`src/rtl/div_seq.sv`:
```
// rtl/div_seq.sv - unsigned sequential divider using repeated subtraction
// Controller FSM and datapath share one registered process; outputs come straight from registers.
module div_seq #(
  parameter int WIDTH = 16
) (
  input  logic             clk,
  input  logic             rst_n,
  input  logic             start,
  input  logic [WIDTH-1:0] data_in,
  output logic             busy,
  output logic             done,
  output logic [WIDTH-1:0] quotient,
  output logic [WIDTH-1:0] remainder,
  output logic             div_by_zero
);

  typedef enum logic [2:0] {
    IDLE   = 3'd0,
    LOAD_A = 3'd1,
    LOAD_B = 3'd2,
    CHECK  = 3'd3,
    SUB    = 3'd4,
    DONE   = 3'd5
  } state_t;

  state_t           state_q;
  logic [WIDTH-1:0] dividend_q;
  logic [WIDTH-1:0] divisor_q;
  logic [WIDTH-1:0] rem_q;
  logic [WIDTH-1:0] quo_q;
  logic             dbz_q;
  logic             busy_q;
  logic             done_q;

  logic             rem_ge_d;
  logic [WIDTH-1:0] rem_diff_d;

  assign rem_ge_d   = (rem_q >= divisor_q);
  assign rem_diff_d = rem_q - divisor_q;

  // The dividend is parked in its own register so the previous remainder
  // stays visible until the divisor capture edge.
  always_ff @(posedge clk or negedge rst_n) begin
    if (!rst_n) begin
      state_q    <= IDLE;
      dividend_q <= '0;
      divisor_q  <= '0;
      rem_q      <= '0;
      quo_q      <= '0;
      dbz_q      <= 1'b0;
      busy_q     <= 1'b0;
      done_q     <= 1'b0;
    end else begin
      case (state_q)
        IDLE: begin
          if (start) begin
            state_q <= LOAD_A;
            busy_q  <= 1'b1;
          end
        end
        LOAD_A: begin
          dividend_q <= data_in;
          state_q    <= LOAD_B;
        end
        LOAD_B: begin
          divisor_q <= data_in;
          rem_q     <= dividend_q;
          quo_q     <= '0;
          dbz_q     <= 1'b0;
          state_q   <= CHECK;
        end
        CHECK: begin
          if (divisor_q == '0) begin
            dbz_q   <= 1'b1;
            quo_q   <= '1;
            done_q  <= 1'b1;
            state_q <= DONE;
          end else begin
            state_q <= SUB;
          end
        end
        SUB: begin
          if (rem_ge_d) begin
            rem_q <= rem_diff_d;
            quo_q <= quo_q + 1'b1;
          end else begin
            done_q  <= 1'b1;
            state_q <= DONE;
          end
        end
        DONE: begin
          done_q  <= 1'b0;
          busy_q  <= 1'b0;
          state_q <= IDLE;
        end
        default: begin
          done_q  <= 1'b0;
          busy_q  <= 1'b0;
          state_q <= IDLE;
        end
      endcase
    end
  end

  assign busy        = busy_q;
  assign done        = done_q;
  assign quotient    = quo_q;
  assign remainder   = rem_q;
  assign div_by_zero = dbz_q;

endmodule
```
`config.mk`:
```
export PLATFORM = sky130hd
export DESIGN_NAME = div_seq
export DESIGN_NICKNAME = d
export VERILOG_FILES = /design/src/rtl/div_seq.sv
export SDC_FILE = /design/constraint.sdc
export NUM_CORES = 1
export LEC_CHECK = 0
export CORE_UTILIZATION = 25
export DETAILED_ROUTE_END_ITERATION = 6
export PLACE_DENSITY = 0.47
export REMOVE_ABC_BUFFERS = 1
export SLEW_MARGIN = 20
export SYNTH_ARGS = -nofsm -noshare
export SYNTH_HDL_FRONTEND = slang
export SYNTH_SLANG_ARGS = --single-unit
export TNS_END_PERCENT = 50
```
`constraint.sdc`:
```
create_clock -name clk -period 4.5 [get_ports clk]
set_input_delay 0.9 -clock clk [delete_from_list [all_inputs] [get_ports clk]]
set_output_delay 0.9 -clock clk [all_outputs]
set_load 0.02 [all_outputs]
```
# --- Yosys cells after proc, flatten, opt, wreduce, memory -nomap -nowiden ---
# Index checks and enable logic that the tools add are counted.
totals:
  regBits: 70
  input_bits: 19
  wordCells: 49
  output_inout_bits: 35
op_classes:
  eq_ne: 8
  n_reduce_logical: 13
  bitwise_logic: 2
  mux: 15
  magnitude_cmp: 1
  n_addsub: 2
op_table:
  columns: ["operator", "count"]
  rows:
  - ["16-bit 2-to-1 mux", 3]
  - ["16-bit case mux with 3 select lines", 1]
  - ["16-bit case mux with 2 select lines", 1]
  - ["16-bit by 1-bit adder with 16-bit output, second input constant", 1]
  - ["16-bit >= comparator", 1]
  - ["16-bit logical NOT", 1]
  - ["16-bit subtractor", 1]
  - ["3-bit case mux with 5 select lines", 1]
  - ["2-bit inequality test, second input constant", 4]
  - ["2-bit AND reduction", 4]
  - ["3-bit by 2-bit equality test with 1-bit output, second input constant", 2]
  - ["3-bit 2-to-1 mux", 2]
  - ["3-bit AND reduction", 2]
  - ["1-bit 2-to-1 mux", 4]
  - ["1-bit case mux with 2 select lines", 2]
  - ["2-bit nonzero test", 2]
  - ["4-bit OR reduction", 1]
  - ["3-bit by 1-bit equality test with 1-bit output, second input constant", 1]
  - ["3-bit equality test, second input constant", 1]
  - ["3-bit logical NOT", 1]
  - ["1-bit case mux with 3 select lines", 1]
  - ["3-bit nonzero test", 1]
  - ["3-bit OR reduction", 1]
  - ["1-bit inverter", 2]

# --- Depth between registers and ports, before layout ---
depth:
  ltp_word: 4
  ltp_mapped: 12
  depth_no_buf: 11

# --- Worst setup path before layout ---
# OpenSTA, ideal clock, no wires.
synth_path:
  path_type: "register to register"
  start: "register rem_q[0], in the netlist remainder[0]"
  end: "register quo_q[7], in the netlist quotient[7]"
  stages_incl_launch_ff: 12
  slack_ns: 1.822
  t_arrival_ns: 2.578
  required_time_ns: 4.401
  path_buffers: 0
  cell_sequence: "dfrtp_1 inv_1 ha_1 inv_1 fa_1 a211oi_2 o21ai_1 a21oi_1 o22ai_2 a21oi_4 mux2_4 a311oi_1"
synth_via:
  elab_chain_len: 3
synth_lines:
  columns: ["element", "line_no", "source"]
  rows:
  - ["start: declaration", "29", "logic [WIDTH-1:0] rem_q;"]
  - ["start signal: assignment", "67", "rem_q <= dividend_q;"]
  - ["start signal: assignment", "84", "rem_q <= rem_diff_d;"]
  - ["16-bit >= comparator", "38", "assign rem_ge_d = (rem_q >= divisor_q);"]
  - ["2-bit inequality test (no line)", null, null]
  - ["3-bit AND reduction (no line)", null, null]
  - ["end signal: assignment", "85", "quo_q <= quo_q + 1'b1;"]
  - ["end: declaration", "30", "logic [WIDTH-1:0] quo_q;"]
# No other way between the ends.
# A chain may end at the register's enable or synchronous reset.

# --- Worst setup path after layout ---
# Same ends and word-level chain as after synthesis.

==> flow_metrics.py <==
metrics = {
    "floorplanning": {
        "ios": 54,
        "die_w_um": 128,
        "core_mm2": 0.0154,
        "row_count": 45,
        "start_util": 0.259,
        "die-area_mm2": 0.0165,
        "die_h_um": 128,
    },
    "clock_network": {
        "cts_setup_buffers": 0,
        "hold_buffers": 0,
        "h-tree-depth": 3,
        "clock_latency_ns": 0.34,
        "clk_pin_slew_ns": 0.06,
        "ctsResizeCount": 0,
        "cts_tree": "yes",
        "numClockSinks": 70,
        "cts_buffer_depth": 2,
        "cts_inserted_buffers": 9,
        "cts_root_buf": "clkbuf_16",
    },
    "min_path": {
        "hold_class": "register to register",
        "min_path_cells": 2,
    },
    "logic_synthesis": {
        "syn_inst": 432,
        "ys_async_sr_fraction": 1.00,
        "ys_seq_area_frac": 0.438,
        "ys.flop_type": "dfrtp_1",
        "syn_area_mm2": 0.00400,
        "ys_seq_elements": 70,
        "synth_edf_count": 0,
        "ys_warn_count": 0,
        "yosys.cell_types.count": 62,
        "syn_area_per_cell_um2": 9.26,
    },
    "power": {
        "p_int_mw": 2.32,
        "seqPwrFrac": 0.269,
        "p_switching_mw": 1.89,
        "powerDensity_mw_per_mm2": 835,
        "pwr-share-comb": 0.568,
        "vdd_drop_max_v": 0.000245,
        "netSwitchingFraction": 0.448,
        "p_leak_nw": 2.08,
        "p_clk_frac": 0.163,
    },
    "route": {
        "drc_errors": 0,
        "routed_wirelength_um": 11600,
        "postRouteAntennaNets": 0,
        "viasPerCell": 4.97,
        "wl_per_cell_um": 16.6,
        "vias": 3481,
        "drt_iter0_markers": 246,
        "drt_first_pass_iters": 5,
    },
    "timing": {
        "drv_slew": 0,
        "worst_slew_pin_slew_ns": 0.927,
        "setup_viol": 0,
        "fmax_mhz": 335,
        "finalCriticalPeriod_ns": 2.98,
        "rsz0062_at_grt": "no",
        "max_slew_margin": 0.379,
        "hold_slack_ns": 0.494,
        "finalClockSkew_ns": 0.00610,
        "setup_tns_ns": 0,
        "hold_viol_final": 0,
        "post-route-period-util": 0.663,
    },
    "global_route": {
        "grt-ovfl-total": 0,
        "grt_usage": 0.149,
        "grt_pass1_wl_um": 18600,
        "grt_max_degree": 37,
        "grt_pass1_vias": 3448,
        "antenna_found_initial": 0,
    },
    "setup_path": {
        "reg2reg_depth": 11,
        "arrival_ns": 3.23,
        "r2r-end": "quotient[7]",
        "rrSetupSlack_ns": 1.52,
        "slowest_delay_ns": 0.41,
        "startpoint_type": "register",
        "criticalPathCategory": "register to register",
        "cp_cell_sequence": "inv_1 > ha_1 > inv_1 > fa_1 > a211oi_2 > o21ai_1 > a21oi_1 > o22ai_2 > a21oi_4 > mux2_4 > a311oi_1",
        "endpoint_kind": "register",
        "r2r-start": "remainder[0]",
        "cp_max_fo": 8,
        "required_ns": 4.75,
        "crit_path_frequent_cell": "inv_1",
        "setup.worst_path.start": "remainder[0]",
        "endpoint": "quotient[7]",
        "critPathSlowestCell": "fa_1",
    },
    "final_layout": {
        "multi_input_area_mm2": 0.00208,
        "final_cell_mix": "dfrtp_1 (70), clkdlybuf4s50_1 (52), nand2_1 (47)",
        "syn2layout_area_growth_pct": 26.3,
        "n_antenna_cell": 0,
        "utilization": 0.327,
        "drive_gt1_frac": 0.119,
        "n_fill_cell": 1634,
        "seqCellArea_mm2": 0.00175,
        "final_common_cell": "dfrtp_1",
        "fin_nets": 521,
    },
    "place": {
        "io_buffers": 53,
        "place.gp.congestion": 0.824,
        "place_hpwl_um": 8040,
    },
    "status": {
        "outcome": "finished, final reports clean",
    },
    "flow_run": {
        "maxCapViolations": 0,
    },
}
==> sequential cells by signal (all words and copies together), names as in the netlist <==
name         flops
busy             1
div_by_zero      1
dividend_q      16
divisor_q       16
done             1
quotient        16
remainder       16
state_q          3
==> cell type report <==
| type | count | area share |
|---|---|---|
| Timing Repair Buffer | 59 | 0.113 |
| Clock buffer | 13 | 0.0535 |
| Sequential cell | 70 | 0.347 |
| Multi-Input combinational cell | 319 | 0.412 |
| Tap cell | 211 | 0.0523 |
| Clock inverter | 3 | 0.00347 |
| Inverter | 25 | 0.0186 |
==> per-stage QoR <==
| step | cell area, µm² | std cells | setup slack [ns] | power (mW) |
|---|---|---|---|---|
| 2_1_floorplan | 3920 | 414 | 1.60 | 2.77 |
| 3_3_place_gp | 4760 | 684 | 1.68 | 3.50 |
| 3_5_place_dp | 4760 | 684 | 1.52 | 3.53 |
| 4_1_cts | 5050 | 700 | 1.50 | 4.25 |
| 5_1_grt | 5050 | 700 | 1.32 | 4.57 |
| 6_report | 5050 | 700 | 1.52 | 4.21 |
==> synthesized netlist by cell type, types with 4 or more instances <==
cell      count  share of area
nand2_1      47          0.044
ha_1         17          0.053
nor2_1       42          0.039
o21ai_0      33          0.041
mux2_2       18          0.051
a211oi_1      8          0.015
nand4_1       4         0.0063
a21oi_1      36          0.045
nor4_1        6         0.0094
xnor2_1       5          0.011
dfrtp_1      70           0.44
buf_2         6         0.0075
clkbuf_1     11          0.010
a21o_1        5         0.0094
a31oi_1       9          0.014
and3_1        8          0.013
nand3_1       7         0.0088
nor3_1        4         0.0050
a311oi_1      4         0.0088
inv_1        25          0.023
o31ai_1       4         0.0075
==> routing by layer <==
layer  track usage  routed length, µm
met1         0.198               5560
met3        0.0437                559
met4        0.0422                136
met5             0                  0
met2         0.233               5340
==> power groups by stage <==
stage                     Clock, mW  Sequential, mW  Combinational (mW)
final                         0.687            1.13                2.39
after global routing          0.740            1.18                2.65
after CTS                     0.711            1.14                2.40
after detailed placement          0            1.14                2.39
after global placement            0            1.15                2.35
after floorplan                   0            1.18                1.59
==> worst max-delay path, delay by kind of cell (launching register included) <==
family / cells / cell delay (ns)
flops: 1 / 0.38
mux: 1 / 0.33
compound gates: 6 / 1.45
buf+inv: 2 / 0.13
fa+ha+maj: 2 / 0.58
==> kinds of logic after synthesis <==
family	share of synthesized area
AND/OR/NAND/NOR	0.166
AO/OA/AOI/OAI	0.219
flip-flops	0.438
buffers and inverters	0.0432
multiplexers	0.0623
adder cells (fa/ha/maj)	0.0582
XOR/XNOR	0.0131
==> how the worst min path moves through the flow <==
stage | startpoint | end
final | div_by_zero | div_by_zero
after global routing | dividend_q[1] | dividend_q[1]
after CTS | div_by_zero | div_by_zero
after detailed placement | div_by_zero | div_by_zero
after global placement | div_by_zero | div_by_zero
after floorplan | dividend_q[11] | dividend_q[11]
Note: power is estimated with default switching activity, not from simulation.
